<file path="src/rtl/stage_multiplier.sv">
// -----------------------------------------------------------------------------
// stage_multiplier
//   Pipelined RV32M multiply unit (MUL, MULH, MULHSU, MULHU) placed beside
//   stage_ex. It has a fixed latency of MUL_LATENCY cycles and can accept one
//   op per cycle. Results are returned in order with their destination
//   register.
//
// Ports
//   clk             clock; all state changes on the rising edge
//   reset           asynchronous, active-high reset
//   valid_i         decode presents a valid instruction
//   opcode_i        instruction opcode [6:0]
//   funct7_i        instruction funct7 [6:0]
//   funct3_i        instruction funct3 [2:0]
//   op1_data_i      rs1 data
//   op2_data_i      rs2 data
//   rd_i            destination register of the incoming op
//   stall_i         freeze the whole pipeline, including the output stage
//   flush_i         kill in-flight and incoming ops (overrides stall_i)
//   chk_rs1_i       decode rs1, compared against in-flight rd values
//   chk_rs2_i       decode rs2, compared against in-flight rd values
//   valid_result_o  result valid
//   mult_result_o   result data (meaningful only while valid_result_o=1)
//   rd_o            destination register of the result
//   busy_o          at least one stage holds a valid op
//   hazard_o        a valid in-flight op with rd!=0 matches chk_rs1_i/chk_rs2_i
// -----------------------------------------------------------------------------
module stage_multiplier #(
    parameter int WD_SIZE     = 32,
    parameter int REG_SIZE    = 5,
    parameter int MUL_LATENCY = 3
) (
    input  logic                clk,
    input  logic                reset,
    input  logic                valid_i,
    input  logic [6:0]          opcode_i,
    input  logic [6:0]          funct7_i,
    input  logic [2:0]          funct3_i,
    input  logic [WD_SIZE-1:0]  op1_data_i,
    input  logic [WD_SIZE-1:0]  op2_data_i,
    input  logic [REG_SIZE-1:0] rd_i,
    input  logic                stall_i,
    input  logic                flush_i,
    input  logic [REG_SIZE-1:0] chk_rs1_i,
    input  logic [REG_SIZE-1:0] chk_rs2_i,
    output logic                valid_result_o,
    output logic [WD_SIZE-1:0]  mult_result_o,
    output logic [REG_SIZE-1:0] rd_o,
    output logic                busy_o,
    output logic                hazard_o
);

    localparam int         LAST       = MUL_LATENCY - 1;
    localparam int         PW         = 2 * WD_SIZE;
    localparam logic [6:0] OPC_OP     = 7'b0110011;
    localparam logic [6:0] F7_MULDIV  = 7'b0000001;

    // Extend an operand by one bit, as signed or unsigned as the op requires.
    function automatic logic signed [WD_SIZE:0] ext_operand(
        input logic [WD_SIZE-1:0] d,
        input logic               is_signed
    );
        return is_signed ? {d[WD_SIZE-1], d} : {1'b0, d};
    endfunction

    // Pick the low or high word of the product.
    function automatic logic [WD_SIZE-1:0] select_half(
        input logic signed [PW-1:0] p,
        input logic                 hi
    );
        return hi ? p[PW-1:WD_SIZE] : p[WD_SIZE-1:0];
    endfunction

    logic accept;
    logic rs1_signed;
    logic rs2_signed;

    // Stage 0 holds extended operands, later stages hold the selected word.
    logic                       vld_p [MUL_LATENCY];
    logic [REG_SIZE-1:0]        rd_p  [MUL_LATENCY];
    logic signed [WD_SIZE:0]    op1_p0;
    logic signed [WD_SIZE:0]    op2_p0;
    logic                       hi_p0;
    logic [WD_SIZE-1:0]         res_p [1:LAST];
    logic signed [PW-1:0]       prod_p0;

    assign accept = valid_i && (opcode_i == OPC_OP) && (funct7_i == F7_MULDIV) &&
                    !funct3_i[2] && !stall_i && !flush_i;

    // MULH (01) and MULHSU (10) treat rs1 as signed; only MULH treats rs2 as
    // signed. MUL (00) only uses the low word, where signedness is irrelevant.
    assign rs1_signed = (funct3_i[1:0] == 2'b01) || (funct3_i[1:0] == 2'b10);
    assign rs2_signed = (funct3_i[1:0] == 2'b01);

    // Only bits [63:0] of the 66-bit signed product are ever selected, and
    // those are exact under a 64-bit modular multiply of the extended operands.
    assign prod_p0 = PW'(op1_p0) * PW'(op2_p0);

    always_ff @(posedge clk or posedge reset) begin
        if (reset) begin
            for (int i = 0; i < MUL_LATENCY; i++) begin
                vld_p[i] <= 1'b0;
                rd_p[i]  <= '0;
            end
            op1_p0 <= '0;
            op2_p0 <= '0;
            hi_p0  <= 1'b0;
            for (int i = 1; i < MUL_LATENCY; i++) begin
                res_p[i] <= '0;
            end
        end else if (flush_i) begin
            for (int i = 0; i < MUL_LATENCY; i++) begin
                vld_p[i] <= 1'b0;
            end
        end else if (!stall_i) begin
            // stage 0: capture extended operands
            vld_p[0] <= accept;
            rd_p[0]  <= rd_i;
            op1_p0   <= ext_operand(op1_data_i, rs1_signed);
            op2_p0   <= ext_operand(op2_data_i, rs2_signed);
            hi_p0    <= (funct3_i[1:0] != 2'b00);
            // stage 1: multiply and select the result word
            vld_p[1] <= vld_p[0];
            rd_p[1]  <= rd_p[0];
            res_p[1] <= select_half(prod_p0, hi_p0);
            // stages 2..LAST: delay line up to the output stage
            for (int i = 2; i < MUL_LATENCY; i++) begin
                vld_p[i] <= vld_p[i-1];
                rd_p[i]  <= rd_p[i-1];
                res_p[i] <= res_p[i-1];
            end
        end
    end

    assign valid_result_o = vld_p[LAST];
    assign mult_result_o  = res_p[LAST];
    assign rd_o           = rd_p[LAST];

    always_comb begin
        busy_o   = 1'b0;
        hazard_o = 1'b0;
        for (int i = 0; i < MUL_LATENCY; i++) begin
            busy_o = busy_o | vld_p[i];
            if (vld_p[i] && (rd_p[i] != '0) &&
                ((rd_p[i] == chk_rs1_i) || (rd_p[i] == chk_rs2_i))) begin
                hazard_o = 1'b1;
            end
        end
    end

endmodule
</file>
<file path="config.mk">
export PLATFORM = sky130hd
export DESIGN_NAME = stage_multiplier
export DESIGN_NICKNAME = d
export VERILOG_FILES = /design/src/rtl/stage_multiplier.sv
export SDC_FILE = /design/constraint.sdc
export NUM_CORES = 2
export LEC_CHECK = 0
export ABC_CLOCK_PERIOD_IN_PS = 14850
export BUFFER_PORTS_ARGS = -buffer_cell sky130_fd_sc_hd__buf_2
export CORE_MARGIN = 10
export CORE_UTILIZATION = 45
export CTS_BUF_LIST = sky130_fd_sc_hd__clkbuf_4 sky130_fd_sc_hd__clkbuf_8
export DETAILED_ROUTE_END_ITERATION = 7
export GPL_TIMING_DRIVEN = 0
export PLACE_DENSITY_LB_ADDON = 0.3
export REMOVE_ABC_BUFFERS = 1
export SLEW_MARGIN = 15
export SYNTH_ARGS = -nofsm -noshare
export SYNTH_HDL_FRONTEND = slang
export SYNTH_SLANG_ARGS = --single-unit
</file>
<file path="constraint.sdc">
create_clock -name clk -period 14.85 [get_ports clk]
set_input_delay 2.97 -clock clk [delete_from_list [all_inputs] [get_ports clk]]
set_output_delay 2.97 -clock clk [all_outputs]
set_load 0.02 [all_outputs]
</file>
==> results.tsv <==
metric	value	unit
yosysMostFrequentCell	fa_1	
synth_area_per_cell	9.16	µm²
period_minus_slack	8970	ps
cp_data_arrival_time	9350	ps
nets	6248	
synth_top_area_share	50.2	%
hold_class	flip-flop to flip-flop	
num_vias	31700	
setup_tns	0	ps
via_per_inst	5.19	
cts_max_level	4	
path_clk_slew	100	ps
ys.flop_type	dfrtp_1	
syn2layout_area_growth	5.51	%
seq_area_frac_synth	8.31	%
io_buffers	140	
overflow	0	
worstPathRequired	15230	ps
layout-drive-gt1-share	6.47	%
grt_pass1_wl	194000	µm
die_area	113000	µm²
async_reset_ff_share	100	%
slew_violations	0	
status	finished, final reports clean	
cts_hold_buf	0	
yosys_warnings	0	
cts_tree	yes	
final_core_util	47.9	%
die-height	336	µm
clock-skew-final	18.2	ps
gp_congestion	0.923	
post_cts_resized	0	
synth_area_leaders	fa_1, inv_1, dfrtp_1	
rsz0062_at_grt	no	
finalHoldViolCount	0	
grt_usage	21.9	%
netlist-cell-type-count	74	
grt_pass1_vias	34800	
crit_path_max_fanout	34	
drv_cap	0	
io_pins	141	
crit_top_cell	fa_1	
synth_edf_count	0	
synth_area	44900	µm²
drt_wl_total	118000	µm
crit_buf_inv	5	
core-area	98700	µm²
clock.fmax	112	MHz
num_rows	115	
fillers	9329	
die_w	336	µm
antenna_found_initial	3	
worstSetupEndpointType	flip-flop	
drt-initial-drc-count	1978	
ys_ff_latch	149	
critical_path_class	flip-flop to flip-flop	
wl_per_cell	19.4	µm
antenna_left	0	
critPathSlowestCell	dfrtp_2	
setup_viol	0	
cts_buffers	17	
fin_crit_sh	60.4	%
startpoint_type	flip-flop	
cpPeakStageDelay	870	ps
synth.top_cells.by_count	fa_1, inv_1, nand2_1	
hpwl	96800	µm
drcViolationCount	0	
cts-root-buf	clkbuf_8	
first_pass_iters	6	
netlist.top_cell.by_area	fa_1	
crit_chain	nand2_1 > inv_1 > fa_1 > fa_1 > fa_1 > fa_1 > inv_1 > fa_1 > inv_1 > fa_1 > fa_1 > inv_1 > fa_1 > inv_1 > ha_1 > a21o_1 > a21o_1 > a21oi_1 > o21ba_2 > o211ai_2 > a311oi_2 > xor2_1 > o21ai_1	
cts.sinks	149	
clk_path_buf_depth	2	
postCtsSetupRepairBufs	0	
syn_inst	4897	
crit_family	adder cells	
grt_start_max_net_pins	82	
clock_latency	520	ps
start_util	45.4	%
tightest_slew	1140	ps
maxSlewHeadroom	23.6	%
-- logic make-up (layout without fill, tap and decap cells) --
logic type                 Yosys count  count (layout)  share of synthesized area [%]
buffers and inverters             1394            1318                           12.0
adders and majority gates         1339            1339                           56.2
muxes                               10              10                          0.240
DFF                                149             149                           8.31
other                                0               2                              0
and+or+nand+nor                   1643            1643                           17.4
AOI/OAI and AO/OA                  259             259                           3.81
xor gates and xnor gates           103             103                           2.01
-- metal layers --
layer  up-vias  routed length, µm  GRT usage [%]
met3       188               6610           2.46
li1      13900                  -              -
met5         -                  0              0
met1     16700              49500           29.2
met2       967              59400           38.0
met4         0               2750           5.42
-- area by class of cell --
class                   count  area [µm²]  area share (%)
diodes                      2        5.00          0.0106
clock buffers              21         277           0.584
clock inverters            11        88.8           0.188
inverters                1101        4140            8.75
multi-input cells        3354       35800            75.5
flip-flops and latches    149        3810            8.06
well taps                1287        1610            3.40
repair buffers            185        1640            3.46
-- through the flow --
stage | hold slack [ps] | setup WS, ps | area (µm²) | cells
after detailed placement | 457 | 5960 | 47000 | 6076
after global placement | 454 | 1800 | 45900 | 6031
after global routing | 500 | 5540 | 47300 | 6109
after CTS | 478 | 5920 | 47300 | 6108
after floorplan | 439 | 6510 | 43600 | 4604
final | 472 | 5880 | 47300 | 6110
-- layout by cell type (no fill, tap or decap), types with 12 or more instances in the layout --
cell      count
fa_1       1125
inv_1      1100
nand2_1     925
and2_1      532
ha_1        214
buf_2       140
dfrtp_1      82
a21oi_1      70
xnor2_1      69
dfrtp_2      67
o21ai_0      63
nor2_1       57
buf_12       40
nor2b_1      35
xor2_1       34
a21o_1       23
nand3_1      21
clkbuf_8     19
nand2b_1     15
nor3_1       12
a31oi_1      12
-- flip-flops by register name, indices dropped and copies added (netlist names) --
name            count
hi_p0               1
mult_result_o      32
rd_o                5
op2_p0             33
valid_result_o      1
vld_p               2
op1_p0             33
rd_p               10
res_p              32
-- final timing paths --
kind / start / to / slack [ps] / cells past startpoint
worst max-delay path: op2_p0[0]$_DFFE_PP0P_ / res_p[58]$_DFFE_PP0P_ / 5880 / 23
worst min-delay path: res_p[41]$_DFFE_PP0P_ / mult_result_o[9]$_DFFE_PP0P_ / 470 / 2
worst max register to register: op2_p0[0]$_DFFE_PP0P_ / res_p[58]$_DFFE_PP0P_ / 5880 / 23
worst min register to register: res_p[41]$_DFFE_PP0P_ / mult_result_o[9]$_DFFE_PP0P_ / 470 / 2
max in group asynchronous: reset / op2_p0[25]$_DFFE_PP0P_ / 11450 / 3
min in group asynchronous: reset / op1_p0[8]$_DFFE_PP0P_ / 2530 / 2
-- worst min-delay path: cells and delay by family, from the launching register on --
kind	cells	cell delay (ps)
flip-flops	1	350
AND/OR/NAND/NOR	2	100
Power is not shown: default switching activity piles up to over one toggle a cycle in this logic, so the estimate is an artifact.
